## config.mk

```make
export PLATFORM = sky130hd
export DESIGN_NAME = hamming_decoder_serial_flat
export DESIGN_NICKNAME = d
export VERILOG_FILES = /design/src/rtl/hamming_pkg.sv /design/src/rtl/hamming_decoder_serial_if.sv /design/src/rtl/hamming74_correct.sv /design/src/rtl/hamming_decoder_serial.sv /design/src/flat_wrapper.sv
export SDC_FILE = /design/constraint.sdc
export NUM_CORES = 1
export LEC_CHECK = 0
export BUFFER_PORTS_ARGS = -buffer_cell sky130_fd_sc_hd__buf_4
export CORE_MARGIN = 5
export CORE_UTILIZATION = 35
export CTS_CLUSTER_DIAMETER = 100
export DETAILED_ROUTE_END_ITERATION = 10
export GPL_ROUTABILITY_DRIVEN = 0
export PLACE_DENSITY = 0.53
export RECOVER_POWER = 50
export SYNTH_ARGS = -nofsm -noshare
export SYNTH_HDL_FRONTEND = slang
export SYNTH_SLANG_ARGS = --single-unit
export TNS_END_PERCENT = 50
```

## constraint.sdc

```tcl
create_clock -name clk -period 1.8 [get_ports clk]
set_input_delay 0.09 -clock clk [delete_from_list [all_inputs] [get_ports clk]]
set_output_delay 0.09 -clock clk [all_outputs]
set_load 0.01 [all_outputs]
```

## src/rtl/hamming_pkg.sv

```systemverilog
// Shared Hamming(7,4) constants: FSM states, field widths and codeword bit positions.
// Positions are 1-based; code vectors hold position p at index p-1.
package hamming_pkg;

  typedef enum logic [1:0] {
    ST_COLLECT = 2'd0,
    ST_DECODE  = 2'd1,
    ST_OUT     = 2'd2
  } state_e;

  localparam int CODE_LEN = 7;
  localparam int DATA_LEN = 4;
  localparam int SYN_W    = 3;

  localparam int POS_P1 = 1;
  localparam int POS_P2 = 2;
  localparam int POS_D1 = 3;
  localparam int POS_P4 = 4;
  localparam int POS_D2 = 5;
  localparam int POS_D3 = 6;
  localparam int POS_D4 = 7;

endpackage

```

## src/rtl/hamming_decoder_serial_if.sv

```systemverilog
// Serial code-bit input handshake and decoded-bit output bundle for the decoder.
interface hamming_decoder_serial_if;
  import hamming_pkg::*;

  logic             write;
  logic             data_in;
  logic             in_ready;
  logic             out_valid;
  logic             data_out;
  logic             corrected;
  logic [SYN_W-1:0] syndrome;

  modport master (
    output write,
    output data_in,
    input  in_ready,
    input  out_valid,
    input  data_out,
    input  corrected,
    input  syndrome
  );

  modport slave (
    input  write,
    input  data_in,
    output in_ready,
    output out_valid,
    output data_out,
    output corrected,
    output syndrome
  );
endinterface

```

## src/rtl/hamming74_correct.sv

```systemverilog
// Combinational Hamming(7,4) syndrome and single-bit correction.
// The syndrome value is the 1-based position of the bit to flip; zero means clean.
module hamming74_correct
  import hamming_pkg::*;
(
  input  logic [CODE_LEN-1:0] code,
  output logic [CODE_LEN-1:0] fixed,
  output logic [SYN_W-1:0]    syndrome
);

  logic s1;
  logic s2;
  logic s4;

  assign s1 = code[POS_P1-1] ^ code[POS_D1-1] ^ code[POS_D2-1] ^ code[POS_D4-1];
  assign s2 = code[POS_P2-1] ^ code[POS_D1-1] ^ code[POS_D3-1] ^ code[POS_D4-1];
  assign s4 = code[POS_P4-1] ^ code[POS_D2-1] ^ code[POS_D3-1] ^ code[POS_D4-1];

  assign syndrome = {s4, s2, s1};

  genvar gi;
  generate
    for (gi = 0; gi < CODE_LEN; gi++) begin : g_fix
      assign fixed[gi] = code[gi] ^ (syndrome == SYN_W'(gi + 1));
    end
  endgenerate

endmodule

```

## src/rtl/hamming_decoder_serial.sv

```systemverilog
// Serial Hamming(7,4) decoder: collects 7 code bits, corrects one error,
// then streams d1..d4 over four out_valid cycles.
module hamming_decoder_serial
  import hamming_pkg::*;
(
  input  logic                      clk,
  input  logic                      reset,
  hamming_decoder_serial_if.slave   bus
);

  localparam logic [1:0] COLLECT = ST_COLLECT;
  localparam logic [1:0] DECODE  = ST_DECODE;
  localparam logic [1:0] OUT     = ST_OUT;

  logic [1:0]          state_reg;
  logic [2:0]          bit_cnt_reg;
  logic [CODE_LEN-1:0] code_reg;
  logic [DATA_LEN-1:0] out_shift_reg;
  logic [1:0]          out_cnt_reg;
  logic                out_valid_reg;
  logic                corrected_reg;
  logic [SYN_W-1:0]    syndrome_reg;

  logic [CODE_LEN-1:0] fixed;
  logic [SYN_W-1:0]    syndrome_calc;
  logic [DATA_LEN-1:0] data_word;
  logic                in_ready;
  logic                accept;

  hamming74_correct u_correct (
    .code     (code_reg),
    .fixed    (fixed),
    .syndrome (syndrome_calc)
  );

  assign data_word = {fixed[POS_D4-1], fixed[POS_D3-1], fixed[POS_D2-1], fixed[POS_D1-1]};

  assign in_ready = (state_reg == COLLECT);
  assign accept   = bus.write && in_ready;

  always_ff @(posedge clk) begin
    if (reset) begin
      state_reg     <= COLLECT;
      bit_cnt_reg   <= '0;
      code_reg      <= '0;
      out_shift_reg <= '0;
      out_cnt_reg   <= '0;
      out_valid_reg <= 1'b0;
      corrected_reg <= 1'b0;
      syndrome_reg  <= '0;
    end else begin
      case (state_reg)
        COLLECT: begin
          // First-received bit ends up at index 0 after seven shifts.
          if (accept) begin
            code_reg <= {bus.data_in, code_reg[CODE_LEN-1:1]};
            if (bit_cnt_reg == 3'd6) begin
              bit_cnt_reg <= '0;
              state_reg   <= DECODE;
            end else begin
              bit_cnt_reg <= bit_cnt_reg + 3'd1;
            end
          end
        end
        DECODE: begin
          syndrome_reg  <= syndrome_calc;
          corrected_reg <= (syndrome_calc != '0);
          out_shift_reg <= data_word;
          out_valid_reg <= 1'b1;
          out_cnt_reg   <= '0;
          state_reg     <= OUT;
        end
        OUT: begin
          // Shifting zeros in leaves data_out low once the frame is done.
          out_shift_reg <= out_shift_reg >> 1;
          if (out_cnt_reg == 2'd3) begin
            out_cnt_reg   <= '0;
            out_valid_reg <= 1'b0;
            corrected_reg <= 1'b0;
            syndrome_reg  <= '0;
            bit_cnt_reg   <= '0;
            state_reg     <= COLLECT;
          end else begin
            out_cnt_reg <= out_cnt_reg + 2'd1;
          end
        end
        default: begin
          state_reg <= COLLECT;
        end
      endcase
    end
  end

  assign bus.in_ready  = in_ready;
  assign bus.out_valid = out_valid_reg;
  assign bus.data_out  = out_shift_reg[0];
  assign bus.corrected = corrected_reg;
  assign bus.syndrome  = syndrome_reg;

endmodule

```

## src/flat_wrapper.sv

```systemverilog
// flat-port wrapper written by rule: the top's interface ports become plain ports
module hamming_decoder_serial_flat import hamming_pkg::*;
  (clk, reset, bus_write, bus_data_in, bus_in_ready, bus_out_valid, bus_data_out, bus_corrected, bus_syndrome);
  hamming_decoder_serial_if bus_i ();
  input  logic clk;
  input  logic reset;
  input wire logic [$bits(bus_i.write)-1:0] bus_write;
  input wire logic [$bits(bus_i.data_in)-1:0] bus_data_in;
  output wire logic [$bits(bus_i.in_ready)-1:0] bus_in_ready;
  output wire logic [$bits(bus_i.out_valid)-1:0] bus_out_valid;
  output wire logic [$bits(bus_i.data_out)-1:0] bus_data_out;
  output wire logic [$bits(bus_i.corrected)-1:0] bus_corrected;
  output wire logic [$bits(bus_i.syndrome)-1:0] bus_syndrome;
  assign bus_i.write = bus_write;
  assign bus_i.data_in = bus_data_in;
  assign bus_in_ready = bus_i.in_ready;
  assign bus_out_valid = bus_i.out_valid;
  assign bus_data_out = bus_i.data_out;
  assign bus_corrected = bus_i.corrected;
  assign bus_syndrome = bus_i.syndrome;
  hamming_decoder_serial u_core (.clk(clk), .reset(reset), .bus(bus_i));
endmodule
```

==> impl_summary.log, run 1 <==
INFO  metric power-per-cell-area = 640 nW/µm²
INFO  metric rr_endpoint = u_core.out_shift_reg[0]
INFO  metric critPathMaxStageDelay = 0.50 ns
INFO  metric synth_compound_gate_area_share = 0.190
INFO  metric pwr-share-clk = 0.290
INFO  metric cts_htree_levels = 1
INFO  metric synth.avg_cell_area = 8.16 µm²
INFO  metric crit_path_cell_trace = xor2_1 > or3_1 > a21oi_1 > xnor2_1 > o22ai_1
INFO  metric p_sw = 205 µW
INFO  metric max_freq = 601 MHz
INFO  metric dieWidth = 67.5 µm
INFO  metric groute.usage.overall = 0.112
INFO  metric clkLatencyLatePin = 0.31 ns
INFO  metric timing.setup.tns = 0 ns
INFO  metric cellInternalPower = 629 µW
INFO  metric worst_slew_pin_tran = 0.434 ns
INFO  metric peakVddDrop = 511 µV
INFO  metric largest_reg_flops = 7
INFO  metric outcome = finished, final reports clean
INFO  metric dr_total_vias = 1012
INFO  metric row_count = 20
INFO  metric synthCells = 142
INFO  metric yosys-top-cells-area = sky130_fd_sc_hd__dfxtp_1 (40%), sky130_fd_sc_hd__a21oi_1 (6.5%), sky130_fd_sc_hd__nand2_1 (5.8%)
INFO  metric fin_crit_sh = 0.924
INFO  metric ys_types = 32
INFO  metric top_ff_cell_synth = sky130_fd_sc_hd__dfxtp_1
INFO  metric ios = 11
INFO  metric detailedRoute.firstIterationViolations = 62
INFO  metric grt_antenna_before_repair = 0
INFO  metric number_of_instances_resized_during_post_cts_repair = 0
INFO  metric synth-async-reset-ratio = 0
INFO  metric nNetsFinal = 164
INFO  metric power.share.sequential = 0.625
INFO  metric die_height = 67.5 µm
INFO  metric cell_with_the_biggest_individual_delay_on_the_critical_path = sky130_fd_sc_hd__dfxtp_1
INFO  metric yosys.area_share.xor_xnor = 0.103
INFO  metric synth_adder_area_share = 0.0432
INFO  metric netlist.top_cell.by_area = sky130_fd_sc_hd__dfxtp_1
INFO  metric net_switching_share_of_the_total_power = 0.246
INFO  metric synthDominantCellAreaShare = 0.397
INFO  metric n_antenna_cell = 0
INFO  metric endpoint_kind = flop
INFO  metric grt_pass1_wl = 3840 µm
INFO  metric avgRoutedWirePerCell = 11.5 µm
INFO  metric power.leakage = 0.468 nW
INFO  metric fillerInstances = 343
INFO  metric synth_area = 1160 µm²
INFO  metric synthesized_nets = 150
INFO  metric yosys.area_share.simple = 0.210
INFO  metric layout-drive-gt1-share = 0.0839
INFO  metric p_comb_frac = 0.084
INFO  metric numPortBuffers = 10
INFO  metric crit_type = reg -> reg
INFO  metric rrSetupSlack = 0.14 ns
INFO  metric worstSetupStartpointType = flop
INFO  metric numCtsBuffers = 3
INFO  metric tritoncts = done
INFO  metric ys_ff_latch = 23
INFO  metric drt_first_pass_iters = 4
INFO  metric share_of_synthesized_area_occupied_by_flip_flops_and_latches = 0.397
INFO  metric critPathLaunch = u_core.code_reg[5]
INFO  metric worstPathBufferInverterCount = 0
INFO  metric worst_slew_margin_rel = 0.709
INFO  metric routed_via_density = 5.09
INFO  metric ys_warn_count = 0
INFO  metric postLayoutSetupSlackWorst = 0.137 ns
INFO  metric critical_path_arrival = 1.88 ns
INFO  metric cts.clk_slew.worst_paths = 0.13 ns
INFO  metric critPathCapture = u_core.out_shift_reg[0]
INFO  metric hold_ws = 0.0200 ns
INFO  metric crit_path_max_fanout = 6
INFO  metric synth-edff-count = 0
INFO  metric buffers_inserted_by_post_cts_timing_repair = 0
INFO  metric cts_hold_buffers = 0
INFO  metric post-route-drc-count = 0
INFO  metric placement.setup.worst_slack = 0.146 ns
INFO  metric root_buffer = sky130_fd_sc_hd__clkbuf_4
INFO  metric starting_density = 0.373
INFO  metric overflow = 0
INFO  metric synth_top_family_by_area = simple AND/OR/NAND/NOR gates
INFO  metric rr_worst_depth = 5
INFO  metric placed_cells_incl_taps = 195
INFO  metric final-instance-count-excl-fill = 199
INFO  metric layout_min_cycle_time = 1.66 ns
INFO  metric numClockSinks = 23
INFO  metric setup_repair_after_global_routing_missed_its_margin = false
INFO  metric cts.path.max_buffers = 2
INFO  metric max_cap_violations = 0
INFO  metric placed_wire_length_estimate = 1710 µm
INFO  metric grt_pass1_vias = 861
INFO  metric post_synth_mux_area_share = 0.0173
INFO  metric min-delay-path-class = in -> reg
INFO  metric slew_violations = 0
INFO  metric final_antenna_net_count = 0
INFO  metric total_power = 835 µW
INFO  metric path_delay_family = flip-flops
INFO  metric wirelength = 2300 µm
INFO  metric area_added_between_synthesis_and_finish = 12.5%
INFO  metric critical_path_stages = 5
INFO  metric grt_start_max_net_pins = 25
INFO  metric setup_violations = 0
INFO  metric coreArea = 3100 µm²
INFO  metric report.final.hold_viol_count = 0
INFO  metric timing.rr.start = u_core.code_reg[5]
INFO  metric crit_required = 2.02 ns
INFO  metric finalClockSkew = 0.00985 ns
INFO  metric design.die.area = 4560 µm²
## per-layer routing
layer,up-vias,wire length (µm),GRT usage
met3,2,92,0.0399
met1,473,1140,0.140
li1,520,-,-
met2,17,1050,0.183
met4,0,15,0.0228
met5,-,0,0
## cell usage after synthesis (2+ instances only)
master                     count
sky130_fd_sc_hd__inv_1         4
sky130_fd_sc_hd__a31oi_1       4
sky130_fd_sc_hd__mux2i_1       2
sky130_fd_sc_hd__and3_1        2
sky130_fd_sc_hd__dfxtp_1      23
sky130_fd_sc_hd__clkbuf_1      7
sky130_fd_sc_hd__xor2_1        4
sky130_fd_sc_hd__nor2b_1       4
sky130_fd_sc_hd__nand2_1      18
sky130_fd_sc_hd__nand2b_1      2
sky130_fd_sc_hd__nor2_1       16
sky130_fd_sc_hd__ha_1          4
sky130_fd_sc_hd__o21ai_0       4
sky130_fd_sc_hd__nor3_1        4
sky130_fd_sc_hd__a21oi_1      15
sky130_fd_sc_hd__o22ai_1       3
sky130_fd_sc_hd__xnor2_1       7
sky130_fd_sc_hd__nand3_1       3
sky130_fd_sc_hd__a22oi_1       3
## stage by stage
stage | area, µm² | utilization
CTS | 1340 | 0.431
finish | 1300 | 0.420
global placement | 1310 | 0.422
floorplan | 1160 | -
global route | 1300 | 0.420
detailed placement | 1310 | 0.422
## tightest hold or removal path, cell delays in order
cell	delay, ns
sky130_fd_sc_hd__buf_4	0.11
sky130_fd_sc_hd__nand2_1	0.04
sky130_fd_sc_hd__a21oi_1	0.05
## power by group through the flow
stage	clock [mW]	sequential, mW	combinational, mW
2_1_floorplan	0	0.531	0.0488
3_3_place_gp	0	0.533	0.0705
3_5_place_dp	0	0.533	0.0709
4_1_cts	0.258	0.522	0.0712
5_1_grt	0.286	0.524	0.0779
6_report	0.242	0.522	0.0703
## how the worst min path moves through the flow
stage	to	depth (start not counted)	startpoint
after floorplan	u_core.state_reg[0]	1	reset
after global placement	u_core.code_reg[6]	3	bus_data_in
after detailed placement	u_core.code_reg[6]	3	bus_data_in
after CTS	u_core.code_reg[6]	3	bus_data_in
after global routing	u_core.code_reg[6]	3	bus_data_in
final	u_core.code_reg[6]	3	bus_data_in
## cell usage in the layout, fill, tap and decap left out
master,instances
sky130_fd_sc_hd__nand2b_1,2
sky130_fd_sc_hd__a32oi_1,1
sky130_fd_sc_hd__or3_1,1
sky130_fd_sc_hd__a31oi_1,4
sky130_fd_sc_hd__inv_1,4
sky130_fd_sc_hd__a21oi_1,15
sky130_fd_sc_hd__o21ba_2,1
sky130_fd_sc_hd__nor2b_1,4
sky130_fd_sc_hd__a221oi_1,1
sky130_fd_sc_hd__clkbuf_4,3
sky130_fd_sc_hd__mux2i_1,2
sky130_fd_sc_hd__xnor3_1,1
sky130_fd_sc_hd__ha_1,4
sky130_fd_sc_hd__o31ai_1,1
sky130_fd_sc_hd__buf_4,8
sky130_fd_sc_hd__a211oi_1,1
sky130_fd_sc_hd__nor3_1,4
sky130_fd_sc_hd__and3_1,2
sky130_fd_sc_hd__nor2_1,16
sky130_fd_sc_hd__clkinv_2,1
sky130_fd_sc_hd__o32ai_1,1
sky130_fd_sc_hd__nand2_1,18
sky130_fd_sc_hd__and2_0,1
sky130_fd_sc_hd__xor2_1,4
sky130_fd_sc_hd__o22ai_1,3
sky130_fd_sc_hd__a22oi_1,3
sky130_fd_sc_hd__clkbuf_1,9
sky130_fd_sc_hd__nand3_1,3
sky130_fd_sc_hd__and4b_1,1
sky130_fd_sc_hd__dfxtp_1,23
sky130_fd_sc_hd__o21bai_1,1
sky130_fd_sc_hd__o21ai_0,4
sky130_fd_sc_hd__nand3b_1,1
sky130_fd_sc_hd__xnor2_1,7
## cells by family (layout without fill, tap and decap cells)
group,Yosys count,in the layout
AND/OR/NAND/NOR,53,53
AO/OA/AOI/OAI,36,36
flip-flops,23,23
XOR/XNOR,12,12
buffers and inverters,12,25
adder cells (fa/ha/maj),4,4
multiplexers,2,2
## final cells by class
class | count | area (µm²) | area share
multi-input cells | 107 | 652 | 0.500
flip-flops and latches | 23 | 460 | 0.353
repair buffers | 17 | 93.8 | 0.0720
well taps | 44 | 55.1 | 0.0422
clock buffers | 3 | 22.5 | 0.0173
inverters | 4 | 15.0 | 0.0115
clock inverters | 1 | 5.00 | 0.00384
Power figures use the tool's default switching activity.
==> run 2, diff against run 1 <==
- ABC_AREA: not set -> 1
==> run 2 against run 1 <==
Net effect: worst hold slack better by 0.025 ns; setup slack better by 0.10 ns; global-route usage is 0.67 points higher.
==> impl_summary.log, run 2 <==
INFO  metric outcome = finished, final reports clean (unchanged)
INFO  metric setup_repair_after_global_routing_missed_its_margin = false (unchanged)
INFO  metric clkLatencyLatePin = 0.31 ns (about the same)
INFO  metric fillerInstances = 371 (was 343)
INFO  metric routed_via_density = 4.68 (was 5.09)
INFO  metric synth.avg_cell_area = 6.59 µm² (was 8.16 µm²)
INFO  metric yosys-top-cells-area = sky130_fd_sc_hd__dfxtp_1 (37%), sky130_fd_sc_hd__nand2_1 (15%), sky130_fd_sc_hd__a21oi_1 (8.8%) (was sky130_fd_sc_hd__dfxtp_1 (40%), sky130_fd_sc_hd__a21oi_1 (6.5%), sky130_fd_sc_hd__nand2_1 (5.8%))
INFO  metric die_height = 69.6 µm (was 67.5 µm)
INFO  metric groute.layer.met2.usage = 0.213 (was 0.183)
INFO  metric worst_hold_path.endpoint = u_core.code_reg[6] (unchanged)
INFO  metric dr_total_vias = 1156 (was 1012)
INFO  metric worstSetupStartpointType = flop (unchanged)
INFO  metric ys_warn_count = 0 (unchanged)
INFO  metric layout-drive-gt1-share = 0.144 (was 0.0839)
INFO  metric setup_violations = 0 (unchanged)
INFO  metric hold-path-cell-count = 3 (unchanged)
INFO  metric endpoint_kind = flop (unchanged)
INFO  metric avgRoutedWirePerCell = 10.8 µm (was 11.5 µm)
INFO  metric leading_cell_type_in_the_layout_fill_and_taps_excluded = sky130_fd_sc_hd__nand2_1 (was sky130_fd_sc_hd__dfxtp_1)
INFO  metric report.final.hold_viol_count = 0 (unchanged)
INFO  metric timing.hold.worst.start = bus_data_in (unchanged)
INFO  metric global_route.peak_usage_layer = met2 (unchanged)
INFO  metric nNetsFinal = 210 (was 164)
INFO  metric yosys-top-cells-count = sky130_fd_sc_hd__nand2_1 (50), sky130_fd_sc_hd__dfxtp_1 (23), sky130_fd_sc_hd__a21oi_1 (22) (was sky130_fd_sc_hd__dfxtp_1 (23), sky130_fd_sc_hd__nand2_1 (18), sky130_fd_sc_hd__nor2_1 (16))
INFO  metric tritoncts = done (unchanged)
INFO  metric worst_slew_margin_rel = 0.770 (was 0.709)
INFO  metric coreArea = 3390 µm² (was 3100 µm²)
INFO  metric synthCells = 189 (was 142)
INFO  metric overflow = 0 (unchanged)
INFO  metric most_frequently_used_cell_type_in_the_post_synthesis_netlist = sky130_fd_sc_hd__nand2_1 (was sky130_fd_sc_hd__dfxtp_1)
INFO  metric detailedRoute.firstIterationViolations = 50 (was 62)
INFO  metric buffers_inserted_by_post_cts_timing_repair = 0 (unchanged)
INFO  metric grt_pass1_vias = 1098 (was 861)
INFO  metric timing.setup.tns = 0 ns (unchanged)
INFO  metric share_of_synthesized_area_occupied_by_flip_flops_and_latches = 0.370 (was 0.397)
INFO  metric power.leakage = 0.601 nW (was 0.468 nW)
INFO  metric synth-async-reset-ratio = 0 (unchanged)
INFO  metric post-route-drc-count = 0 (unchanged)
INFO  metric rr_endpoint = u_core.bus.out_valid (was u_core.out_shift_reg[0])
INFO  metric synth_area = 1240 µm² (was 1160 µm²)
INFO  metric rrSetupSlack = 0.24 ns (was 0.14 ns)
INFO  metric dieWidth = 69.6 µm (was 67.5 µm)
INFO  metric max_cap_violations = 0 (unchanged)
INFO  metric timing.rr.start = u_core.state_reg[0] (was u_core.code_reg[5])
INFO  metric starting_density = 0.367 (was 0.373)
INFO  metric crit_path_cell_trace = inv_1 > ha_2 > inv_1 > nor2_2 > inv_1 > o21ai_2 > nor2_1 > a21oi_1 > nor2_1 (was xor2_1 > or3_1 > a21oi_1 > xnor2_1 > o22ai_1)
INFO  metric critical_path_arrival = 1.78 ns (was 1.88 ns)
INFO  metric cpMostUsedCell = sky130_fd_sc_hd__inv_1
INFO  metric worstPathBufferInverterCount = 3 (was 0)
INFO  metric final_cell_mix = sky130_fd_sc_hd__nand2_1 (50), sky130_fd_sc_hd__dfxtp_1 (23), sky130_fd_sc_hd__a21oi_1 (22), sky130_fd_sc_hd__inv_1 (21) (was sky130_fd_sc_hd__dfxtp_1 (23), sky130_fd_sc_hd__nand2_1 (18), sky130_fd_sc_hd__nor2_1 (16), sky130_fd_sc_hd__a21oi_1 (15), sky130_fd_sc_hd__clkbuf_1 (9))
INFO  metric ios = 11 (unchanged)
INFO  metric grt_antenna_before_repair = 0 (unchanged)
INFO  metric groute.usage.overall = 0.118 (was 0.112)
INFO  metric global_route.usage.met3 = 0.0290 (was 0.0399)
INFO  metric design.die.area = 4850 µm² (was 4560 µm²)
INFO  metric power-per-cell-area = 1860 nW/µm² (was 640 nW/µm²)
INFO  metric crit_type = reg -> reg (unchanged)
INFO  metric path_delay_family = simple AND/OR/NAND/NOR gates (was flip-flops)
INFO  metric critPathMaxStageDelay = 0.34 ns (was 0.50 ns)
INFO  metric ys_types = 22 (was 32)
INFO  metric final_antenna_net_count = 0 (unchanged)
INFO  metric ys_ff_latch = 23 (unchanged)
INFO  metric n_antenna_cell = 0 (unchanged)
INFO  metric grt_pass1_wl = 4760 µm (was 3840 µm)
INFO  metric drt_first_pass_iters = 4 (unchanged)
INFO  metric area_added_between_synthesis_and_finish = 10.5% (was 12.5%)
INFO  metric peakVddDrop = 780 µV (was 511 µV)
INFO  metric grt_start_max_net_pins = 16 (was 25)
INFO  metric cell_with_the_biggest_individual_delay_on_the_critical_path = sky130_fd_sc_hd__dfxtp_1 (unchanged)
INFO  metric layout_min_cycle_time = 1.56 ns (was 1.66 ns)
INFO  metric numClockSinks = 23 (unchanged)
INFO  metric fin_crit_sh = 0.868 (was 0.924)
INFO  metric slew_violations = 0 (unchanged)
INFO  metric critPathLaunch = u_core.state_reg[0] (was u_core.code_reg[5])
INFO  metric finalClockSkew = 0.00187 ns (was 0.00985 ns)
INFO  metric netlist.top_cell.by_area = sky130_fd_sc_hd__dfxtp_1 (unchanged)
INFO  metric synthDominantCellAreaShare = 0.370 (was 0.397)
INFO  metric row_count = 21 (was 20)
INFO  metric placed_cells_incl_taps = 242 (was 195)
INFO  metric synthesized_nets = 197 (was 150)
INFO  metric crit_required = 2.02 ns (about the same)
INFO  metric cts.clk_slew.worst_paths = 0.13 ns (about the same)
INFO  metric wirelength = 2660 µm (was 2300 µm)
INFO  metric worst_slew_pin_tran = 0.344 ns (was 0.434 ns)
INFO  metric placed_wire_length_estimate = 2070 µm (was 1710 µm)
INFO  metric min-delay-path-class = in -> reg (unchanged)
INFO  metric synth-edff-count = 0 (unchanged)
INFO  metric met1_grt_util = 0.134 (was 0.140)
INFO  metric top_ff_cell_synth = sky130_fd_sc_hd__dfxtp_1 (unchanged)
INFO  metric cts_htree_levels = 1 (unchanged)
INFO  metric numPortBuffers = 10 (unchanged)
INFO  metric cts.path.max_buffers = 2 (unchanged)
INFO  metric numCtsBuffers = 3 (unchanged)
INFO  metric rr_worst_depth = 9 (was 5)
INFO  metric crit_path_max_fanout = 6 (unchanged)
INFO  metric largest_reg_flops = 7 (unchanged)
INFO  metric max_freq = 640 MHz (was 601 MHz)
INFO  metric root_buffer = sky130_fd_sc_hd__clkbuf_4 (unchanged)
INFO  metric final-instance-count-excl-fill = 247 (was 199)
==> run 2: repair_timing <==
item                                    in CTS  in global routing
hold endpoints to repair                     0                  1
resized for setup                            0                  1
endpoints found under the setup margin       0                  2
hold buffers                                 0                  1
==> run 2: final cells by class <==
cell class	count	area (µm²)	area share
well taps	46	57.6	0.0419
flip-flops and latches	23	460	0.335
repair buffers	13	73.8	0.0537
inverters	26	97.6	0.0710
multi-input cells	135	658	0.479
clock buffers	3	22.5	0.0164
clock inverters	1	5.00	0.00364
==> run 2: worst max-delay path by stage <==
stage	to	slack, ns	depth (start not counted)
global route	u_core.bus.out_valid	0.07	9
global placement	u_core.out_shift_reg[1]	0.31	6
floorplan	u_core.bus.corrected	0.37	10
detailed placement	u_core.bus.out_valid	0.21	9
CTS	u_core.bus.out_valid	0.18	9
finish	u_core.bus.out_valid	0.24	9
==> run 2: metal layers <==
layer,vias to the layer above,wire (µm),part of all wire
met1,519,1240,0.47
met4,0,23,0.0086
met5,-,0,0
met3,2,96,0.036
met2,16,1300,0.49
li1,619,-,-
==> run 2: metrics by stage <==
stage / cell area, µm² / power, mW / setup slack, ns / hold slack, ns / util
2_1_floorplan: 1240 / 2.00 / 0.373 / 0.159 / -
3_3_place_gp: 1360 / 2.36 / 0.313 / 0.348 / 0.402
3_5_place_dp: 1360 / 2.38 / 0.205 / 0.352 / 0.402
4_1_cts: 1390 / 2.64 / 0.176 / 0.00138 / 0.410
5_1_grt: 1380 / 2.87 / 0.0730 / 0.0282 / 0.406
6_report: 1380 / 2.56 / 0.238 / 0.0450 / 0.406
==> run 2: worst register-to-register path: stages, from the launching register on <==
cell and delay, ns:
sky130_fd_sc_hd__dfxtp_1 0.34, sky130_fd_sc_hd__inv_1 0.10, sky130_fd_sc_hd__ha_2 0.25, sky130_fd_sc_hd__inv_1 0.08, sky130_fd_sc_hd__nor2_2 0.17, sky130_fd_sc_hd__inv_1 0.09
sky130_fd_sc_hd__o21ai_2 0.12, sky130_fd_sc_hd__nor2_1 0.14, sky130_fd_sc_hd__a21oi_1 0.13, sky130_fd_sc_hd__nor2_1 0.05
==> run 2: cells by family (layout without fill, tap and decap cells) <==
kind of cell,count (synthesis),count (layout),synth area share
adders and majority gates,4,4,0.0402
xor gates and xnor gates,1,1,0.00704
and+or+nand+nor,91,91,0.316
AOI/OAI and AO/OA,39,39,0.164
DFF,23,23,0.370
buffers and inverters,31,43,0.104
==> run 2: where the power goes <==
| part | switching [mW] | internal (mW) | leakage [nW] |
|---|---|---|---|
| logic | 0.981 | 0.511 | 0.396 |
| clock network | 0.159 | 0.0830 | 0.0177 |
| registers | 0.141 | 0.684 | 0.187 |
| total | 1.28 | 1.28 | 0.601 |
